$ cat src/rtl/softmax_ctrl_pkg.sv
// Shared types and constants for the softmax sequencer: FSM state encoding,
// element-count width and the default watchdog limit.
package softmax_ctrl_pkg;

    typedef enum logic [1:0] {
        ST_LOAD = 2'd0,
        ST_FIRE = 2'd1,
        ST_WAIT = 2'd2,
        ST_HOLD = 2'd3
    } state_t;

    localparam int CNT_W              = 2;
    localparam int DEF_TIMEOUT_CYCLES = 1024;

endpackage

$ cat src/rtl/softmax_max_cmp.sv
// Combinational "a strictly greater than b" for the running-max search.
// ARITH_TYPE=1 compares signed integers; ARITH_TYPE=0 compares sign-magnitude floats.
module softmax_max_cmp #(
    parameter int ARITH_TYPE = 1,
    parameter int DATA_WIDTH = 32,
    parameter int E          = 8,
    parameter int M          = 23
) (
    input  logic [DATA_WIDTH-1:0] i_a,
    input  logic [DATA_WIDTH-1:0] i_b,
    output logic                  o_gt
);

    localparam int MAG_W = E + M;

    generate
        if (ARITH_TYPE == 1) begin : g_fix
            assign o_gt = $signed(i_a) > $signed(i_b);
        end else begin : g_flt
            logic             w_a_neg;
            logic             w_b_neg;
            logic [MAG_W-1:0] w_a_mag;
            logic [MAG_W-1:0] w_b_mag;
            logic             w_both_zero;

            assign w_a_neg     = i_a[DATA_WIDTH-1];
            assign w_b_neg     = i_b[DATA_WIDTH-1];
            assign w_a_mag     = i_a[MAG_W-1:0];
            assign w_b_mag     = i_b[MAG_W-1:0];
            // +0 and -0 are equal, so neither is greater than the other
            assign w_both_zero = (w_a_mag == '0) && (w_b_mag == '0);

            // Sign first, then magnitude (reversed for two negatives)
            always_comb begin
                o_gt = 1'b0;
                if (w_both_zero) begin
                    o_gt = 1'b0;
                end else if (w_a_neg != w_b_neg) begin
                    o_gt = !w_a_neg;
                end else if (!w_a_neg) begin
                    o_gt = w_a_mag > w_b_mag;
                end else begin
                    o_gt = w_a_mag < w_b_mag;
                end
            end
        end
    endgenerate

endmodule

$ cat src/rtl/softmax_seq_ctrl.sv
// Softmax sequencer: loads 4 logits with running max, launches the core, returns packed results.
// Optional watchdog on the core response is enabled by defining SOFTMAX_TIMEOUT_EN.
module softmax_seq_ctrl
    import softmax_ctrl_pkg::*;
#(
    parameter int ARITH_TYPE     = 1,
    parameter int DATA_WIDTH     = 32,
    parameter int E              = 8,
    parameter int M              = 23,
    parameter int TIMEOUT_CYCLES = DEF_TIMEOUT_CYCLES
) (
    input  logic                    clk,
    input  logic                    reset,
    input  logic                    in_valid,
    output logic                    in_ready,
    input  logic [DATA_WIDTH-1:0]   in_data,
    output logic                    out_valid,
    input  logic                    out_ready,
    output logic [4*DATA_WIDTH-1:0] out_data,
    output logic                    sm_enable,
    output logic [DATA_WIDTH-1:0]   sm_in1,
    output logic [DATA_WIDTH-1:0]   sm_in2,
    output logic [DATA_WIDTH-1:0]   sm_in3,
    output logic [DATA_WIDTH-1:0]   sm_in4,
    output logic [DATA_WIDTH-1:0]   sm_max,
    input  logic [DATA_WIDTH-1:0]   sm_out1,
    input  logic [DATA_WIDTH-1:0]   sm_out2,
    input  logic [DATA_WIDTH-1:0]   sm_out3,
    input  logic [DATA_WIDTH-1:0]   sm_out4,
    input  logic                    sm_ready,
    output logic                    busy
`ifdef SOFTMAX_TIMEOUT_EN
    ,
    output logic                    timeout_err
`endif
);

    state_t                  r_state;
    state_t                  w_state_nxt;
    logic [CNT_W-1:0]        r_cnt;
    logic [CNT_W-1:0]        w_cnt_nxt;
    logic [DATA_WIDTH-1:0]   r_vec [4];
    logic [DATA_WIDTH-1:0]   r_max;
    logic [4*DATA_WIDTH-1:0] r_out;
    logic                    r_in_ready;
    logic                    r_out_valid;
    logic                    r_sm_enable;
    logic                    r_busy;
    logic                    w_accept;
    logic                    w_gt;
    logic                    w_capture;
    logic                    w_timeout;

    softmax_max_cmp #(
        .ARITH_TYPE (ARITH_TYPE),
        .DATA_WIDTH (DATA_WIDTH),
        .E          (E),
        .M          (M)
    ) u_max_cmp (
        .i_a  (in_data),
        .i_b  (r_max),
        .o_gt (w_gt)
    );

    assign w_accept  = in_valid & r_in_ready;
    assign w_capture = (r_state == ST_WAIT) & sm_ready;

`ifdef SOFTMAX_TIMEOUT_EN
    localparam int TMO_W = $clog2(TIMEOUT_CYCLES + 1);
    logic [TMO_W-1:0] r_tmo_cnt;
    logic             r_tmo_err;

    assign w_timeout = (r_state == ST_WAIT) && !sm_ready &&
                       (r_tmo_cnt == TMO_W'(TIMEOUT_CYCLES - 1));

    // Watchdog counts WAIT cycles; the error flag is sticky until reset
    always_ff @(posedge clk or negedge reset) begin
        if (!reset) begin
            r_tmo_cnt <= '0;
            r_tmo_err <= 1'b0;
        end else begin
            if (r_state == ST_WAIT) begin
                r_tmo_cnt <= r_tmo_cnt + TMO_W'(1);
            end else begin
                r_tmo_cnt <= '0;
            end
            r_tmo_err <= r_tmo_err | w_timeout;
        end
    end

    assign timeout_err = r_tmo_err;
`else
    assign w_timeout = 1'b0;
`endif

    // Next-state and next-count logic
    always_comb begin
        w_state_nxt = r_state;
        w_cnt_nxt   = r_cnt;
        case (r_state)
            ST_LOAD: begin
                if (w_accept) begin
                    w_cnt_nxt = r_cnt + CNT_W'(1);
                    if (r_cnt == CNT_W'(3)) begin
                        w_state_nxt = ST_FIRE;
                    end else begin
                        w_state_nxt = ST_LOAD;
                    end
                end else begin
                    w_state_nxt = ST_LOAD;
                end
            end
            ST_FIRE: w_state_nxt = ST_WAIT;
            ST_WAIT: begin
                if (sm_ready) begin
                    w_state_nxt = ST_HOLD;
                end else if (w_timeout) begin
                    w_state_nxt = ST_LOAD;
                end else begin
                    w_state_nxt = ST_WAIT;
                end
            end
            ST_HOLD: begin
                if (out_ready) begin
                    w_state_nxt = ST_LOAD;
                end else begin
                    w_state_nxt = ST_HOLD;
                end
            end
            default: begin
                w_state_nxt = ST_LOAD;
                w_cnt_nxt   = CNT_W'(0);
            end
        endcase
    end

    // State and count registers
    always_ff @(posedge clk or negedge reset) begin
        if (!reset) begin
            r_state <= ST_LOAD;
            r_cnt   <= CNT_W'(0);
        end else begin
            r_state <= w_state_nxt;
            r_cnt   <= w_cnt_nxt;
        end
    end

    // Vector/max load, result capture and registered handshake outputs
    always_ff @(posedge clk or negedge reset) begin
        if (!reset) begin
            for (int i = 0; i < 4; i++) begin
                r_vec[i] <= '0;
            end
            r_max       <= '0;
            r_out       <= '0;
            r_in_ready  <= 1'b0;
            r_out_valid <= 1'b0;
            r_sm_enable <= 1'b0;
            r_busy      <= 1'b0;
        end else begin
            if (w_accept) begin
                r_vec[r_cnt] <= in_data;
                // First element seeds the max; ties keep the earlier value
                if ((r_cnt == CNT_W'(0)) || w_gt) begin
                    r_max <= in_data;
                end
            end
            if (w_capture) begin
                r_out <= {sm_out4, sm_out3, sm_out2, sm_out1};
            end
            r_in_ready  <= (w_state_nxt == ST_LOAD);
            r_out_valid <= (w_state_nxt == ST_HOLD);
            r_sm_enable <= (w_state_nxt == ST_FIRE);
            r_busy      <= !((w_state_nxt == ST_LOAD) && (w_cnt_nxt == CNT_W'(0)));
        end
    end

    assign in_ready  = r_in_ready;
    assign out_valid = r_out_valid;
    assign out_data  = r_out;
    assign sm_enable = r_sm_enable;
    assign busy      = r_busy;
    assign sm_in1    = r_vec[0];
    assign sm_in2    = r_vec[1];
    assign sm_in3    = r_vec[2];
    assign sm_in4    = r_vec[3];
    assign sm_max    = r_max;

endmodule

$ cat config.mk
export PLATFORM = sky130hd
export DESIGN_NAME = softmax_seq_ctrl
export DESIGN_NICKNAME = d
export VERILOG_FILES = /design/src/rtl/softmax_ctrl_pkg.sv /design/src/rtl/softmax_max_cmp.sv /design/src/rtl/softmax_seq_ctrl.sv
export SDC_FILE = /design/constraint.sdc
export NUM_CORES = 1
export LEC_CHECK = 0
export CORE_AREA = 2 2 176 178
export CTS_BUF_LIST = sky130_fd_sc_hd__clkbuf_4
export DETAILED_ROUTE_END_ITERATION = 7
export DIE_AREA = 0 0 178 180
export PLACE_DENSITY = 0.73
export SETUP_SLACK_MARGIN = 0.15
export SLEW_MARGIN = 20
export SYNTH_ARGS = -nofsm -noshare
export SYNTH_HDL_FRONTEND = slang
export SYNTH_HIERARCHICAL = 1
export SYNTH_SLANG_ARGS = --single-unit
export TNS_END_PERCENT = 30
$ cat constraint.sdc
create_clock -name clk -period 3.26 [get_ports clk]
set_input_delay 0.326 -clock clk [delete_from_list [all_inputs] [get_ports clk]]
set_output_delay 0.326 -clock clk [all_outputs]
set_load 0.05 [all_outputs]
Word level (Yosys, flattened, before mapping)
Index checks and enable logic that the tools add are counted.
{ "word_totals": {"reg_bits": 296, "in_bits": 165, "wordCells": 44} }
{ "classes": {"add_sub_neg": 1, "n_lt_le_gt_ge": 3, "n_eq_ne": 6, "mux": 10, "bitwise_logic": 3, "n_reduce_logical": 9} }
{ "ops": {"columns": ["cell", "n"], "rows": [
  ["$bwmux 128", 1],
  ["$demux 32 s2", 1],
  ["$gt 32x32->1", 1],
  ["$mux 32", 1],
  ["$eq 2x2->1 const B", 4],
  ["$logic_not 2->1", 4],
  ["$mux 2", 4],
  ["$pmux 2 s4", 1],
  ["$eq 2x1->1 const B", 2],
  ["$ge 3x3->1 const B", 1],
  ["$lt 3x1->1 const B", 1],
  ["$not 2->3", 1],
  ["$add 2x1->2 const B", 1],
  ["$and 1x1->1", 2],
  ["$logic_and 1x1->1", 2],
  ["$mux 1", 2],
  ["$reduce_and 2->1", 1],
  ["$logic_not 1->1", 1],
  ["$logic_or 1x1->1", 1]
]} }

Logic depth before layout (Yosys ltp)
Gate-level depths: netlist of the first run.
{ "depth": {"depth_word": 7, "mapped_depth": 11, "depth_no_buf": 10} }

By module
The synthesis of the first run kept the hierarchy.
{ "by_module_without_submodules": {"columns": ["module", "instances", "cells_each", "area_each_um2", "seq_area_each_um2"], "rows": [
  ["softmax_seq_ctrl", 1, 642, 11074.4, 7407.1],
  ["softmax_max_cmp", 1, 113, 804.5, 0.0]
]} }

Worst setup path after synthesis of the first run
OpenSTA, ideal clock, no wires.
{ "synth_timing": {"kind": "reg2reg", "startpoint": "reg r_max[14] (netlist: sm_max[14])", "endpoint": "reg r_max[10] (netlist: sm_max[10])", "arrival_time_ns": 2.939, "t_required_ns": 3.135, "setup_slack_ns": 0.196, "stages_incl_launch_ff": 12, "synth_period_minus_slack_ns": 3.064, "cell_sequence": "dfrtp_1 inv_1 ha_1 a21oi_2 nand2_1 a221o_1 o31ai_1 o2111ai_1 mux2i_1 o211ai_1 buf_2 mux2_2"} }
{ "synth_between": {"elab_chain_cells": 3} }
{ "synth_lines": {"columns": ["element", "line", "rtl"], "rows": [
  ["from (decl)", "softmax_seq_ctrl.sv:43", "logic [DATA_WIDTH-1:0] r_max;"],
  ["from (signal assigned)", "softmax_seq_ctrl.sv:165", "r_max <= in_data;"],
  ["$gt 32x32->1", "softmax_max_cmp.sv:18", "assign o_gt = $signed(i_a) > $signed(i_b);"],
  ["net w_gt", "softmax_seq_ctrl.sv:50", "logic w_gt;"],
  ["$logic_or 1x1->1", "softmax_seq_ctrl.sv:164", "if ((r_cnt == CNT_W'(0)) || w_gt) begin"],
  ["$reduce_and 2->1 (no source line)", null, null]
]} }
The timed path passes the listed nets, and every way through them passes these cells.
A chain may end at the register's enable or synchronous reset.

Final worst setup path of the first run
{ "layout_timing": {"startpoint": "reg r_max[11] (netlist: sm_max[11])", "endpoint": "reg r_max[10] (netlist: sm_max[10])"} }
The elaborated chain is that of the path after synthesis.

==> run summary, run 1 <==
================================================================================
Max-slew violations                                                            0
Synthesized flop and latch total                                             296
Clk buf depth                                                                  3
Setup repair after global routing missed its margin                          yes
Number of ports placed on the die boundary                                   457
Register-to-register path setup slack                                     130 ps
TritonCTS buffer count                                                        80
CTS root buffer                                                         clkbuf_4
Final period util                                                          0.959
Proportion of layout cells with a drive suffix above 1                     0.365
WP data required                                                         3800 ps
Sort of element at the end of the critical path                        flip-flop
Min setup slack post-route                                                133 ps
Number of levels the H-tree was split into                                     3
Final nets                                                                  1522
Number of maximum-capacitance violations                                       0
Number of antenna violations at the first check in global routing              1
DRC marker count from the first detailed-route iteration                     288
Run status                                                          finished, final reports clean
Average wire per cell in the routed design                               20.1 um
Clock transition at the registers of the reported paths                    60 ps
Final worst clock skew                                                   53.3 ps
Number of global-route vias before repair                                   9085
Setup violators final                                                          0
Total number of yosys warnings                                                 6
Clock tree from TritonCTS                                                    yes
Pin count of the biggest net entering global routing                          94
Kind of start point of the critical path                               flip-flop
Average cell area after synthesis                                     15.7 sq um
Seq/Total Area, Yosys                                                      0.624
Die area                                                             32000 sq um
Die boundary width                                                        178 um
CP max FO                                                                      7
GPL Wtd Cong                                                               0.799
Count of final hold-check violations                                           0
Max frequency                                                          0.320 GHz
Initial standard-cell utilization of the core                              0.393
Post-synth cell types                                                         33
Worst slack after detailed placement                                     -276 ps
Vert. Die Dim                                                             180 um
Area of the placeable core                                           30200 sq um
Worst-Skew Late Latency                                                   680 ps
Max-slew headroom at the worst pin                                         0.495
Slew of the pin with the lowest slew margin                               758 ps
Crit path time final                                                     3130 ps
Slowest cell delay on critical path                                       400 ps
Number of sinks driven by the clock tree                                     296
Antenna-violating nets left                                                    0
Post-DP HPWL                                                             25.6 mm
Aggregate global-route resource usage                                      0.218
Cell type with the highest occurrence count on the critical path           buf_4
Layout Area Growth over Synthesis                                          55.5%
Path category of the worst min-delay check                          input pin to asynchronous set/reset pin
FP Rows                                                                       64
Drc violations                                                                 0
Crit Path Class                                                     flip-flop to flip-flop
Worst endpoint data arrival time                                         3660 ps
Vias per cell                                                               4.83
Highest-delay cell along the critical path                              o211ai_1
Post-Synthesis Cells                                                         755
Overflow after GRT                                                             0
Number of nets in the synthesized netlist                                    956
First-pass GRT wire length                                               53.5 mm
Cells along the critical path                                       inv_1, ha_4, nand4_1, buf_4, nor4_4, a21boi_4, o31ai_4, o2111ai_2, mux2i_1, o211ai_1, buf_4, buf_4, mux2_2
# port buffers                                                               456
Detailed Routing Iterations Pass 1                                             4
Total detailed-routing wirelength                                        35.6 mm
Cell area after synthesis                                            11900 sq um
Overall via count from detail_route                                         8560
================================================================================
[metrics by stage]
stage,instance area (sq um),TNS [ps],cells,util,hold WS [ps]
after floorplan,11900,0,755,-,30.4
after global placement,17100,-4630,1620,0.567,400
after detailed placement,17100,-8420,1620,0.567,407
after CTS,18200,0,1756,0.603,195
after global routing,18500,-0.343,1771,0.612,195
final,18500,0,1771,0.612,264
[registers in the layout, indices dropped and copies added (netlist names)]
signal / cells
out_valid: 1
sm_max: 32
sm_enable: 1
sm_in2: 32
in_ready: 1
sm_in3: 32
busy: 1
sm_in4: 32
sm_in1: 32
r_cnt: 2
out_data: 128
r_state: 2
[timing repair]
action                                 4_1_cts  5_1_grt
setup buffers                                0       12
setup endpoints to repair                    0       32
resized for setup                            0       31
hold buffers                                 1        0
endpoints found under the hold margin       88        0
[cell usage after synthesis]
| cell | number | area (sq um) |
|---|---|---|
| a211oi_1 | 1 | 7.51 |
| a21boi_1 | 1 | 7.51 |
| a21o_1 | 4 | 30.0 |
| a21oi_1 | 11 | 55.1 |
| a21oi_2 | 1 | 8.76 |
| a221o_1 | 1 | 10.0 |
| a311o_1 | 1 | 10.0 |
| and4bb_1 | 1 | 12.5 |
| buf_2 | 16 | 80.1 |
| buf_4 | 1 | 7.51 |
| buf_6 | 12 | 135 |
| clkbuf_2 | 1 | 5.00 |
| dfrtp_1 | 296 | 7410 |
| ha_1 | 36 | 450 |
| inv_1 | 34 | 128 |
| mux2_2 | 288 | 3240 |
| mux2i_1 | 1 | 10.0 |
| nand2_1 | 9 | 33.8 |
| nand3_1 | 8 | 40.0 |
| nand4_1 | 7 | 43.8 |
| nor2_1 | 3 | 11.3 |
| nor2b_1 | 2 | 12.5 |
| nor2b_2 | 1 | 8.76 |
| nor3_1 | 2 | 10.0 |
| nor3b_1 | 1 | 7.51 |
| nor4_1 | 2 | 12.5 |
| o2111ai_1 | 1 | 8.76 |
| o211ai_1 | 2 | 15.0 |
| o21a_1 | 2 | 15.0 |
| o21ai_0 | 6 | 30.0 |
| o31ai_1 | 1 | 7.51 |
| or2_2 | 1 | 6.26 |
| xnor2_1 | 1 | 8.76 |
[per-layer routing]
layer / global-route usage / wire [um] / vias to the layer above
met5: 0 / 0 / -
met4: 0.0666 / 661 / 0
met3: 0.0685 / 2590 / 49
met2: 0.374 / 18300 / 299
met1: 0.262 / 14100 / 4355
li1: - / - / 3857
[kinds of logic (layout without fill, tap and decap cells)]
| kind of cell | Yosys count | after routing | share of synthesized area |
|---|---|---|---|
| DFF | 296 | 296 | 0.624 |
| muxes | 289 | 289 | 0.274 |
| and+or+nand+nor | 37 | 37 | 0.0167 |
| AOI/OAI and AO/OA | 32 | 32 | 0.0173 |
| buffers and inverters | 64 | 683 | 0.0299 |
| other | 0 | 1 | 0 |
| xor gates and xnor gates | 1 | 1 | 0.000737 |
| adders and majority gates | 36 | 36 | 0.0379 |
[area by class of cell]
class | instances | area, sq um
Antenna cell | 1 | 2.50
Clock buffer | 127 | 953
Clock inverter | 8 | 113
Fill cell | 2399 | 11700
Inverter | 34 | 128
Multi-Input combinational cell | 395 | 4280
Sequential cell | 296 | 7410
Tap cell | 396 | 495
Timing Repair Buffer | 514 | 5080
[path summary, 6_finish.rpt]
path                                               start                       end  cells after the start
worst max-delay path              sm_max[11]$_DFFE_PN0P_    sm_max[10]$_DFFE_PN0P_                     13
worst min-delay path                               reset    sm_in4[14]$_DFFE_PN0P_                      2
worst max register to register    sm_max[11]$_DFFE_PN0P_    sm_max[10]$_DFFE_PN0P_                     13
worst min register to register  out_data[17]$_DFFE_PN0P_  out_data[17]$_DFFE_PN0P_                      1
max in group asynchronous                          reset    sm_in4[25]$_DFFE_PN0P_                      3
min in group clk                              sm_out1[0]   out_data[0]$_DFFE_PN0P_                      2
[critical path: cells and delay by family (launching register included)]
kind	cells	cell delay (ps)
flip-flops	1	380
AND/OR/NAND/NOR	2	430
adder cells (fa/ha/maj)	1	280
AO/OA/AOI/OAI	4	840
buffers and inverters	4	640
multiplexers	2	440
[layout by cell type (no fill, tap or decap), drive strengths merged, types with 6 or more instances in the layout]
master | synthesis | final
a21oi | 12 | 12
buf | 29 | 58
clkbuf | 1 | 127
clkdlybuf4s50 | 0 | 455
dfrtp | 296 | 296
ha | 36 | 36
inv | 34 | 35
mux2 | 288 | 288
nand2 | 9 | 9
nand3 | 8 | 8
nand4 | 7 | 7
o21ai | 6 | 6
Power of run 1 is not shown: default switching activity piles up to over one toggle a cycle in this logic, so the estimate is an artifact.
==> inputs of run 2 (changes only) <==
ABC_AREA = 1   (was default)
CORE_AREA = 2 2 179 181   (was 2 2 176 178)
DIE_AREA = 0 0 181 183   (was 0 0 178 180)
PLACE_DENSITY = 0.71   (was 0.73)
==> run 2 against run 1 <==
  * Wire length grew 10%
  * Via count grew 22%
  * Critical path depth shrank 1
  * Count of clock-buffer cells in the layout shrank 2
  * Core utilization shrank 3.9 points
  * Worst hold slack lost 87 ps
  * Sequential share of layout area grew 1.3 points
  * Largest cell class unchanged
  * Highest routed layer unchanged
==> run summary, run 2 <==
=================================================================================
First-pass GRT wire length                                                61.1 mm
Seq/Total Area, Yosys                                                       0.622
Layout Area Growth over Synthesis                                           50.3%
Number of ports placed on the die boundary                                    457
Proportion of layout cells with a drive suffix above 1                     0.0932
Number of levels the H-tree was split into                                      3
Post-synth cell types                                                          23
Number of nets in the synthesized netlist                                    1476
Total number of yosys warnings                                                  6
Startpoint of the most critical register-to-register path            sm_max[31]$_DFFE_PN0P_
Biggest area contributors in the synthesized netlist                 dfrtp_1 (62%), nand2_1 (19%), o21ai_0 (6.9%)
Number of buffer and inverter instances along the worst setup path              2
Worst path top cell family by delay                                  compound AO/OA/AOI/OAI gates
Number of global-route vias before repair                                   10687
Final nets                                                                   1977
Initial standard-cell utilization of the core                               0.381
Total length of routed met2 wires                                         19.4 mm
Synthesized flop and latch total                                              296
Die area                                                              33100 sq um
Number of sinks driven by the clock tree                                      296
Setup violators final                                                           0
Slowest cell delay on critical path                                        390 ps
CP max FO                                                                      52
Crit path time final                                                      2270 ps
Drc violations                                                                  0
Number of flip-flops under the largest register name                          128
Largest voltage drop on the vdd net                                        721 uV
Lkg Pwr                                                                   8.73 nW
Overall via count from detail_route                                         10441
Setup repair after global routing missed its margin                            no
Clk buf depth                                                                   3
Path category of the worst min-delay check                           input pin to flip-flop
Slew of the pin with the lowest slew margin                                808 ps
Worst-Skew Late Latency                                                    680 ps
Top flip-flop cell by instance count after synthesis                      dfrtp_1
Vias per cell                                                                4.64
Number of antenna violations at the first check in global routing              12
Cell area after synthesis                                             11900 sq um
Met3 routed wirelength                                                    3.50 mm
Post-route cell area                                                  17900 sq um
Asr flop ratio synth                                                         1.00
Crit Path Class                                                      flip-flop to flip-flop
FILL cells                                                                   2781
Average wire per cell in the routed design                                17.4 um
Post-Synthesis Cells                                                         1275
Most common library cell in the layout ignoring fill and taps             nand2_1
Top-area cell type share of the netlist area                                0.622
Total power after layout                                                  22.9 mW
Post-route worst hold slack                                                177 ps
Post-synth EDFFs                                                                0
# port buffers                                                                456
Highest-delay cell along the critical path                                dfrtp_1
Total detailed-routing wirelength                                         39.2 mm
CTS root buffer                                                          clkbuf_4
Average cell area after synthesis                                      9.34 sq um
Post-synth top area cell                                                  dfrtp_1
Pin count of the biggest net entering global routing                          130
Worst Hold Launch                                                     sm_out2[22]
Final period util                                                           0.696
Sum of routed wire segments on met1                                       15.1 mm
Run status                                                           finished, final reports clean
Top-count cell post-synth                                                 nand2_1
Vert. Die Dim                                                              183 um
Leading post-synthesis cells by instance count                       nand2_1 (592), dfrtp_1 (296), o21ai_0 (163)
Final worst clock skew                                                    48.2 ps
Crit path from                                                       sm_max[31]$_DFFE_PN0P_
Highest layer used for signal routing                                        met4
Max frequency                                                           0.441 GHz
DRC marker count from the first detailed-route iteration                      578
Worst endpoint data arrival time                                          2790 ps
Most frequent cells in the layout                                    nand2_1 (592), clkdlybuf4s50_1 (455), dfrtp_1 (296), o21ai_0 (163), clkbuf_4 (125)
Cells along the critical path                                        inv_1, ha_1, a21oi_1, o21a_2, nand2_1, a21oi_2, nand2_2, nor2_1, nor2_2, o21ai_4, buf_12, o21ai_0
FP Rows                                                                        65
Antenna-violating nets left                                                     0
Area of the placeable core                                            31200 sq um
Clock transition at the registers of the reported paths                     60 ps
GPL Wtd Cong                                                                0.841
Count of final hold-check violations                                            0
Max-slew violations                                                             0
Sum Neg Setup Slack                                                          0 ps
Power per standard cell area                                         1280 nW/um^2
Sort of element at the end of the critical path                         flip-flop
Clock tree from TritonCTS                                                     yes
Max-slew headroom at the worst pin                                          0.460
Post-DP HPWL                                                              28.8 mm
Aggregate global-route resource usage                                       0.236
WP data required                                                          3780 ps
Die boundary width                                                         181 um
Overflow after GRT                                                              0
Number of maximum-capacitance violations                                        0
Number of buffers inserted by post-CTS setup repair                             0
TritonCTS buffer count                                                         81
Detailed Routing Iterations Pass 1                                              5
Area after DPL                                                        16800 sq um
Kind of start point of the critical path                                flip-flop
=================================================================================
-- run 2: cell count changes after synthesis, moves of 3 or more --
| cell | change |
|---|---|
| a21o_1 | -3 |
| inv_1 | +42 |
| nand4_1 | -5 |
| nor2_1 | +12 |
| buf_2 | -9 |
| o21ai_0 | +157 |
| nand2_1 | +583 |
| mux2_2 | -288 |
| buf_6 | +15 |
| nand2_2 | +6 |
| nand3_1 | -3 |
| inv_2 | +3 |
| clkbuf_1 | +23 |
| nor2_2 | +4 |
-- run 2: path summary, 6_finish.rpt --
check | slack (ps) | to | cells past startpoint
min | 180 | out_data[54]$_DFFE_PN0P_ | 3
max | 990 | sm_max[30]$_DFFE_PN0P_ | 12
max in group asynchronous | 2120 | sm_in1[15]$_DFFE_PN0P_ | 3
max reg2reg | 990 | sm_max[30]$_DFFE_PN0P_ | 12
min reg2reg | 470 | out_data[68]$_DFFE_PN0P_ | 2
min in group asynchronous | 220 | out_data[110]$_DFFE_PN0P_ | 2
-- run 2: worst register-to-register path, stage by stage, from the launching register on --
cell and delay [ps]:
dfrtp_1 390, inv_1 60, ha_1 330, a21oi_1 210, o21a_2 170, nand2_1 60, a21oi_2 150, nand2_2 80
nor2_1 120, nor2_2 70, o21ai_4 160, buf_12 230, o21ai_0 130
-- run 2: metrics by stage --
stage / worst slack, ps / std cells / util
CTS: 920 / 2237 / 0.572
detailed placement: 541 / 2094 / 0.537
global route: 722 / 2249 / 0.573
floorplan: 889 / 1275 / -
finish: 990 / 2249 / 0.573
global placement: 575 / 2094 / 0.537
-- run 2: where the power goes --
group	switching [mW]	internal, mW
logic	9.00	4.01
clock network	1.58	1.91
registers	1.01	5.40
-- run 2: timing repair --
action / in CTS / in global routing
hold buffers: 1 / 0
gates resized for setup: 0 / 0
endpoints found under the hold margin: 79 / 0
-- run 2: logic make-up after synthesis --
logic type,share of synthesized area
buffers and inverters,0.0616
adder cells (fa/ha/maj),0.0378
AO/OA/AOI/OAI,0.0767
AND/OR/NAND/NOR,0.202
flip-flops,0.622
-- run 2: metal layers --
metal  global-route usage  vias up
met5                    0        -
met4                0.102        0
met3               0.0929       68
met2                0.399      382
met1                0.268     4958
li1                     -     5033
-- run 2: layout make-up --
cell class                      count  area [sq um]  area share
Antenna cell                       12          30.0     0.00168
Timing Repair Buffer              476          4800       0.268
Sequential cell                   296          7410       0.414
Clock buffer                      125           938      0.0525
Inverter                           80           303      0.0169
Multi-Input combinational cell    841          3770       0.211
Clock inverter                     17           136     0.00763
Tap cell                          402           503      0.0281
(Power assumes the default switching activity.)
